**config.mk**
```make
export PLATFORM = sky130hd
export DESIGN_NAME = ram_operand_sequencer_flat
export DESIGN_NICKNAME = d
export VERILOG_FILES = /design/src/rtl/ram_operand_sequencer_pkg.sv /design/src/rtl/ram_operand_sequencer_if.sv /design/src/rtl/ram_operand_sequencer.sv /design/src/flat_wrapper.sv
export SDC_FILE = /design/constraint.sdc
export NUM_CORES = 1
export LEC_CHECK = 0
export CAP_MARGIN = 10
export CORE_AREA = 2 2 721 723
export DETAILED_ROUTE_END_ITERATION = 8
export DIE_AREA = 0 0 723 725
export SLEW_MARGIN = 40
export SYNTH_ARGS = -nofsm -noshare
export SYNTH_HDL_FRONTEND = slang
export SYNTH_SLANG_ARGS = --single-unit
```
**constraint.sdc**
```tcl
create_clock -name clk -period 28.1 [get_ports clk]
set_clock_uncertainty 0.2 [all_clocks]
set_input_delay 2.81 -clock clk [delete_from_list [all_inputs] [get_ports clk]]
set_output_delay 2.81 -clock clk [all_outputs]
set_load 0.05 [all_outputs]
```
**src/rtl/ram_operand_sequencer_pkg.sv**
```systemverilog
// Shared types and defaults for the operand-RAM sequencer: state encoding,
// default widths and the address legality helper.
package ram_operand_sequencer_pkg;

  localparam int DATA_W  = 256;
  localparam int ADDR_W  = 6;
  localparam int DEPTH_N = 48;

  typedef enum logic [2:0] {
    S_IDLE, S_RD, S_CAP, S_ISSUE, S_WAIT, S_WB, S_DONE, S_ERR
  } state_e;

  function automatic logic addr_ok(input int a, input int depth);
    return a < depth;
  endfunction

endpackage

```
**src/rtl/ram_operand_sequencer_if.sv**
```systemverilog
// Bundle of command, dual-port RAM and multiplier handshake signals.
// master = sequencer side, slave = environment (RAM, multiplier, control FSM).
interface ram_operand_sequencer_if #(
  parameter int DATA = 256,
  parameter int ADDR = 6
);
  logic            cmd_valid, cmd_ready;
  logic [ADDR-1:0] cmd_src_a, cmd_src_b, cmd_dst;
  logic            ram_a_w, ram_b_w;
  logic [ADDR-1:0] ram_a_adbus, ram_b_adbus;
  logic [DATA-1:0] ram_a_data_in, ram_a_data_out, ram_b_data_in, ram_b_data_out;
  logic            op_valid, op_ready, res_valid, res_ready;
  logic [DATA-1:0] op_x, op_y, res_data;
  logic            done, err;

  modport master (
    input  cmd_valid, cmd_src_a, cmd_src_b, cmd_dst, ram_a_data_out, ram_b_data_out,
           op_ready, res_valid, res_data,
    output cmd_ready, ram_a_w, ram_a_adbus, ram_a_data_in, ram_b_w, ram_b_adbus,
           ram_b_data_in, op_valid, op_x, op_y, res_ready, done, err
  );

  modport slave (
    output cmd_valid, cmd_src_a, cmd_src_b, cmd_dst, ram_a_data_out, ram_b_data_out,
           op_ready, res_valid, res_data,
    input  cmd_ready, ram_a_w, ram_a_adbus, ram_a_data_in, ram_b_w, ram_b_adbus,
           ram_b_data_in, op_valid, op_x, op_y, res_ready, done, err
  );
endinterface

```
**src/rtl/ram_operand_sequencer.sv**
```systemverilog
// Single-command sequencer: read two operands from the dual-port RAM, hand
// them to the field multiplier, collect the result and write it back on port A.
module ram_operand_sequencer
  import ram_operand_sequencer_pkg::*;
#(
  parameter int DATA  = DATA_W,
  parameter int ADDR  = ADDR_W,
  parameter int DEPTH = DEPTH_N
) (
  input  logic clk,
  input  logic rst,
  ram_operand_sequencer_if.master bus
);

  state_e          r_state, w_next;
  logic [ADDR-1:0] r_src_a, r_src_b, r_dst, r_a_ad, r_b_ad;
  logic [ADDR-1:0] w_a_ad, w_b_ad;
  logic [DATA-1:0] r_op_x, r_op_y, r_res;
  logic            w_bad;

  assign w_bad = !addr_ok(int'(bus.cmd_src_a), DEPTH) ||
                 !addr_ok(int'(bus.cmd_src_b), DEPTH) ||
                 !addr_ok(int'(bus.cmd_dst),   DEPTH);

  always_ff @(posedge clk or posedge rst) begin
    if (rst) r_state <= S_IDLE;
    else     r_state <= w_next;
  end

  always_comb begin
    w_next = r_state;
    case (r_state)
      S_IDLE:  if (bus.cmd_valid) w_next = w_bad ? S_ERR : S_RD;
      S_RD:    w_next = S_CAP;
      S_CAP:   w_next = S_ISSUE;
      S_ISSUE: if (bus.op_ready) w_next = S_WAIT;
      S_WAIT:  if (bus.res_valid) w_next = S_WB;
      S_WB:    w_next = S_DONE;
      S_DONE:  w_next = S_IDLE;
      S_ERR:   w_next = S_IDLE;
      default: w_next = S_IDLE;
    endcase
  end

  // Addresses are only steered in RD/WB; otherwise they hold the last value driven.
  always_comb begin
    w_a_ad = r_a_ad;
    w_b_ad = r_b_ad;
    case (r_state)
      S_RD: begin w_a_ad = r_src_a; w_b_ad = r_src_b; end
      S_WB: w_a_ad = r_dst;
      default: ;
    endcase
  end

  always_ff @(posedge clk or posedge rst) begin
    if (rst) begin
      r_src_a <= '0; r_src_b <= '0; r_dst <= '0;
      r_a_ad  <= '0; r_b_ad  <= '0;
      r_op_x  <= '0; r_op_y  <= '0; r_res <= '0;
    end else begin
      if (r_state == S_IDLE && bus.cmd_valid) begin
        r_src_a <= bus.cmd_src_a;
        r_src_b <= bus.cmd_src_b;
        r_dst   <= bus.cmd_dst;
      end
      // RAM read data lands one cycle after RD, i.e. during CAP.
      if (r_state == S_CAP) begin
        r_op_x <= bus.ram_a_data_out;
        r_op_y <= bus.ram_b_data_out;
      end
      if (r_state == S_WAIT && bus.res_valid) r_res <= bus.res_data;
      r_a_ad <= w_a_ad;
      r_b_ad <= w_b_ad;
    end
  end

  assign bus.cmd_ready     = (r_state == S_IDLE) && !rst;
  assign bus.ram_a_w       = (r_state == S_WB);
  assign bus.ram_a_adbus   = w_a_ad;
  assign bus.ram_a_data_in = r_res;
  assign bus.ram_b_w       = 1'b0;
  assign bus.ram_b_adbus   = w_b_ad;
  assign bus.ram_b_data_in = '0;
  assign bus.op_valid      = (r_state == S_ISSUE);
  assign bus.op_x          = r_op_x;
  assign bus.op_y          = r_op_y;
  assign bus.res_ready     = (r_state == S_WAIT);
  assign bus.done          = (r_state == S_DONE);
  assign bus.err           = (r_state == S_ERR);

endmodule
```
**src/flat_wrapper.sv**
```systemverilog
// flat-port wrapper written by rule: the top's interface ports become plain ports
module ram_operand_sequencer_flat import ram_operand_sequencer_pkg::*;
#(
  parameter int DATA  = DATA_W,
  parameter int ADDR  = ADDR_W,
  parameter int DEPTH = DEPTH_N
)
  (clk, rst, bus_cmd_valid, bus_cmd_src_a, bus_cmd_src_b, bus_cmd_dst, bus_ram_a_data_out, bus_ram_b_data_out, bus_op_ready, bus_res_valid, bus_res_data, bus_cmd_ready, bus_ram_a_w, bus_ram_a_adbus, bus_ram_a_data_in, bus_ram_b_w, bus_ram_b_adbus, bus_ram_b_data_in, bus_op_valid, bus_op_x, bus_op_y, bus_res_ready, bus_done, bus_err);
  ram_operand_sequencer_if #(.DATA(DATA), .ADDR(ADDR)) bus_i ();
  input  logic clk;
  input  logic rst;
  input wire logic [$bits(bus_i.cmd_valid)-1:0] bus_cmd_valid;
  input wire logic [$bits(bus_i.cmd_src_a)-1:0] bus_cmd_src_a;
  input wire logic [$bits(bus_i.cmd_src_b)-1:0] bus_cmd_src_b;
  input wire logic [$bits(bus_i.cmd_dst)-1:0] bus_cmd_dst;
  input wire logic [$bits(bus_i.ram_a_data_out)-1:0] bus_ram_a_data_out;
  input wire logic [$bits(bus_i.ram_b_data_out)-1:0] bus_ram_b_data_out;
  input wire logic [$bits(bus_i.op_ready)-1:0] bus_op_ready;
  input wire logic [$bits(bus_i.res_valid)-1:0] bus_res_valid;
  input wire logic [$bits(bus_i.res_data)-1:0] bus_res_data;
  output wire logic [$bits(bus_i.cmd_ready)-1:0] bus_cmd_ready;
  output wire logic [$bits(bus_i.ram_a_w)-1:0] bus_ram_a_w;
  output wire logic [$bits(bus_i.ram_a_adbus)-1:0] bus_ram_a_adbus;
  output wire logic [$bits(bus_i.ram_a_data_in)-1:0] bus_ram_a_data_in;
  output wire logic [$bits(bus_i.ram_b_w)-1:0] bus_ram_b_w;
  output wire logic [$bits(bus_i.ram_b_adbus)-1:0] bus_ram_b_adbus;
  output wire logic [$bits(bus_i.ram_b_data_in)-1:0] bus_ram_b_data_in;
  output wire logic [$bits(bus_i.op_valid)-1:0] bus_op_valid;
  output wire logic [$bits(bus_i.op_x)-1:0] bus_op_x;
  output wire logic [$bits(bus_i.op_y)-1:0] bus_op_y;
  output wire logic [$bits(bus_i.res_ready)-1:0] bus_res_ready;
  output wire logic [$bits(bus_i.done)-1:0] bus_done;
  output wire logic [$bits(bus_i.err)-1:0] bus_err;
  assign bus_i.cmd_valid = bus_cmd_valid;
  assign bus_i.cmd_src_a = bus_cmd_src_a;
  assign bus_i.cmd_src_b = bus_cmd_src_b;
  assign bus_i.cmd_dst = bus_cmd_dst;
  assign bus_i.ram_a_data_out = bus_ram_a_data_out;
  assign bus_i.ram_b_data_out = bus_ram_b_data_out;
  assign bus_i.op_ready = bus_op_ready;
  assign bus_i.res_valid = bus_res_valid;
  assign bus_i.res_data = bus_res_data;
  assign bus_cmd_ready = bus_i.cmd_ready;
  assign bus_ram_a_w = bus_i.ram_a_w;
  assign bus_ram_a_adbus = bus_i.ram_a_adbus;
  assign bus_ram_a_data_in = bus_i.ram_a_data_in;
  assign bus_ram_b_w = bus_i.ram_b_w;
  assign bus_ram_b_adbus = bus_i.ram_b_adbus;
  assign bus_ram_b_data_in = bus_i.ram_b_data_in;
  assign bus_op_valid = bus_i.op_valid;
  assign bus_op_x = bus_i.op_x;
  assign bus_op_y = bus_i.op_y;
  assign bus_res_ready = bus_i.res_ready;
  assign bus_done = bus_i.done;
  assign bus_err = bus_i.err;
  ram_operand_sequencer #(.DATA(DATA), .ADDR(ADDR), .DEPTH(DEPTH)) u_core (.clk(clk), .rst(rst), .bus(bus_i));
endmodule
```
Word-level counts from Yosys, hierarchy flattened
Index checks and enable logic that the tools add are counted.
{"block": "classes", "muxes": 7, "n_reduce_logical": 12, "order_cmp": 3, "n_eq_ne": 10}
{"operator": "one-hot mux 3 bit (7 select lines)", "n": 1}
{"operator": "less-than comparator 6 bit, second input constant", "n": 3}
{"operator": "== test 3 bit, second input constant", "n": 4}
{"operator": "two-way mux 3 bit", "n": 4}
{"operator": "one-hot mux 6 bit (2 select lines)", "n": 1}
{"operator": "== test 3 x 2 -> 1 bit, second input constant", "n": 2}
{"operator": "two-way mux 6 bit", "n": 1}
{"operator": "!= test 2 bit, second input constant", "n": 3}
{"operator": "zero test 1 bit", "n": 4}
{"operator": "== test 3 x 1 -> 1 bit, second input constant", "n": 1}
{"operator": "logical AND 1 bit", "n": 3}
{"operator": "zero test 3 bit", "n": 1}
{"operator": "AND reduction 3 bit", "n": 1}
{"operator": "logical OR 1 bit", "n": 2}
{"operator": "OR reduction 2 bit", "n": 1}
{"block": "totals", "elab_cells": 41, "output_inout_bits": 1043, "register_bits": 801, "in_bits": 791}

Longest topological paths before layout
{"block": "logic_depth", "depth_word": 7, "ltp_mapped": 6, "depth_no_buf": 3}

Worst setup path after synthesis
No wires, ideal clock.
{"block": "synth_timing", "kind": "input -> output", "start": "in rst", "end": "out bus_cmd_ready", "arrival_ns": 4.259, "stages": 1, "setup_slack_ns": 20.831, "path_cell_list": "nor4_1"}
{"block": "synth_between", "elab_chain_cells": 2}
{"item": "start, declared", "line_no": "flat_wrapper.sv:11", "rtl": "input logic rst;"}
{"item": "zero test 1 bit (no line)"}
{"item": "logical AND 1 bit", "line_no": "ram_operand_sequencer.sv:78", "rtl": "assign bus.cmd_ready = (r_state == S_IDLE) && !rst;"}
{"item": "end, declared", "line_no": "flat_wrapper.sv:21", "rtl": "output wire logic [$bits(bus_i.cmd_ready)-1:0] bus_cmd_ready;"}
No other way between the ends.

Worst setup path after layout
Same ends and word-level chain as after synthesis.

==> out/metrics.csv <==
metric,value,unit
status,"complete, no violations",
hold_slack,0.281,ns
drive_above_1_share,28.0,%
clock.fmax,125,MHz
synth_top_area_cell,dfrtp_1,
crit_type,in2out,
start_util,6.23,%
track_usage,11.6,%
arrival,4.97,ns
final_common_cell,clkdlybuf4s50_1,
cts_hold_buf,0,
clk_latency,0.85,ns
grt_pass1_wl,369000,um
p_leak,21.6,nW
min_period,7.98,ns
die_y,725,um
post-synth-top-area-fraction,62.4,%
hold_path_class,reg2reg,
cp-end-kind,output port,
gr-total-overflow,0,
reg2reg_depth,8,
finalInstanceArea,58300,sq um
vias_per_cell,2.30,
setup_tns,0,ns
final_nets,4405,
place_ws,20.03,ns
instances_no_fill,10700,
die_area,524000,sq um
synth_area,32100,sq um
final_cell_mix,"clkdlybuf4s50_1 (1469), dfrtp_1 (801), mux2_2 (720)",
worst_slack,20.12,ns
ir_drop,0.0832,mV
cts_setup_buffers,0,
min_path_cells,1,
finalSetupViolCount,0,
ys_seq_area_share,62.4,%
io_pins,1834,
routedWlPerCell,29.5,um
io_buffers,1576,
placed_cells,10400,
dp_hpwl,282000,um
rsz0062_at_grt,false,
startpoint_type,input pin,
grt_pass1_vias,23400,
clk_pin_slew,0.06,ns
avgSynthCellArea,16.2,sq um
drt_first_pass_iters,5,
hold_violations,0,
std_cell_rows,264,
synthTopCellsByArea,"dfrtp_1 (62%), mux2_2 (25%), buf_4 (6.1%)",
synth-warning-count,0,
clockRootBuffer,clkbuf_16,
antenna_found_initial,443,
htree_levels,3,
critical_path.max_fanout,2,
gp_congestion,0.911,
clock_path_buffers,4,
drt-initial-drc-count,1163,
cts_tree,done,
tightestPinTransition,0.888,ns
drt-total-wl,315000,um
place_area,54500,sq um
drc,0,
synth_cell_types,29,
postCtsResizedCells,0,
grt_max_degree,141,
syn_to_final_growth,81.4,%
power,8.62,mW
final_core_util,11.3,%
n_fill_cell,58800,
cts_inserted_buffers,110,
required,25.09,ns
cap_violations,0,
yosys_register_bits,801,
drtAntennaViolNets,0,
die_x,723,um
p_per_area,148,nW/um^2
finalCritPeriodShare,28.4,%
relSlewSlack,40.6,%
vias,24600,
maxSlewViolCount,0,
clkSinkCount,801,
coreArea,516000,sq um
syn_inst,1985,
## per-layer routing
metal | GRT usage, % | part of all wire, % | vias to the layer above | routed length (um)
met2 | 18.0 | 43 | 1815 | 137000
met1 | 12.6 | 37 | 12000 | 115000
met4 | 3.35 | 4.0 | 184 | 12700
met3 | 8.03 | 16 | 814 | 49200
met5 | 0 | 0.38 | - | 1190
li1 | - | - | 9778 | -
## cell usage after synthesis
library cell and count:
a21oi_1 1, a222oi_1 1, a2bb2oi_1 1, and3_1 3, and3b_1 1, buf_2 5
buf_4 262, buf_6 76, buf_8 4, clkbuf_1 2, conb_1 1, dfrtp_1 801
inv_1 2, mux2_1 72, mux2_2 720, mux2i_1 6, nand2_1 7, nand2b_1 2
nand3_1 1, nor2_1 3, nor2b_1 1, nor3_1 1, nor3b_1 1, nor3b_2 1
nor4_1 1, o21ai_0 6, o21bai_1 1, o311ai_0 1, o31ai_1 1
## logic make-up after synthesis
group | share of synthesized area (%)
buffers and inverters | 9.09
multiplexers | 27.9
AND/OR/NAND/NOR | 0.374
AO/OA/AOI/OAI | 0.241
flip-flops | 62.4
other | 0.0117
## cell type report
cell class              count  area [sq um]  area share, %
flip-flops and latches    801         20000           34.4
diodes                     81           203          0.348
well taps                6916          8650           14.8
clock inverters            43           464          0.796
repair buffers           1610         15700           26.9
clock buffers             148          3060           5.24
multi-input cells        1089         10200           17.4
inverters                   2          15.0         0.0258
## path summary, 6_finish.rpt
| kind | from | endpoint | slack [ns] |
|---|---|---|---|
| max in group asynchronous | rst | u_core.bus.op_x[17]$_DFFE_PP0P_ | 21.89 |
| worst min register to register | u_core.bus.op_x[208]$_DFFE_PP0P_ | u_core.bus.op_x[208]$_DFFE_PP0P_ | 0.28 |
| worst max register to register | u_core.r_state[1]$_DFFE_PP0P_ | u_core.bus.op_x[98]$_DFFE_PP0P_ | 22.78 |
| worst min-delay path | u_core.bus.op_x[208]$_DFFE_PP0P_ | u_core.bus.op_x[208]$_DFFE_PP0P_ | 0.28 |
| min in group asynchronous | rst | u_core.r_state[0]$_DFFE_PP0P_ | 2.27 |
| worst max-delay path | rst | bus_cmd_ready | 20.12 |
## sequential cells by signal, indices dropped and copies added (netlist names)
register,cells
u_core.r_a_ad,6
u_core.r_src_b,6
u_core.bus.op_x,256
u_core.bus.op_y,256
u_core.r_src_a,6
u_core.r_dst,6
u_core.bus.ram_a_data_in,256
u_core.r_b_ad,6
u_core.r_state,3
## worst max-delay path, cell delays in order
cell and delay (ns):
clkdlybuf4s50_1 0.53, nor4_2 0.46, buf_4 0.24, clkdlybuf4s50_1 0.92
## power breakdown
group / switching (mW) / total, mW / internal (mW)
sequential: 0.357 / 2.11 / 1.75
combinational: 3.47 / 5.08 / 1.61
clock: 0.615 / 1.43 / 0.816
total: 4.45 / 8.62 / 4.18
Note: power is estimated with default switching activity, not from simulation.
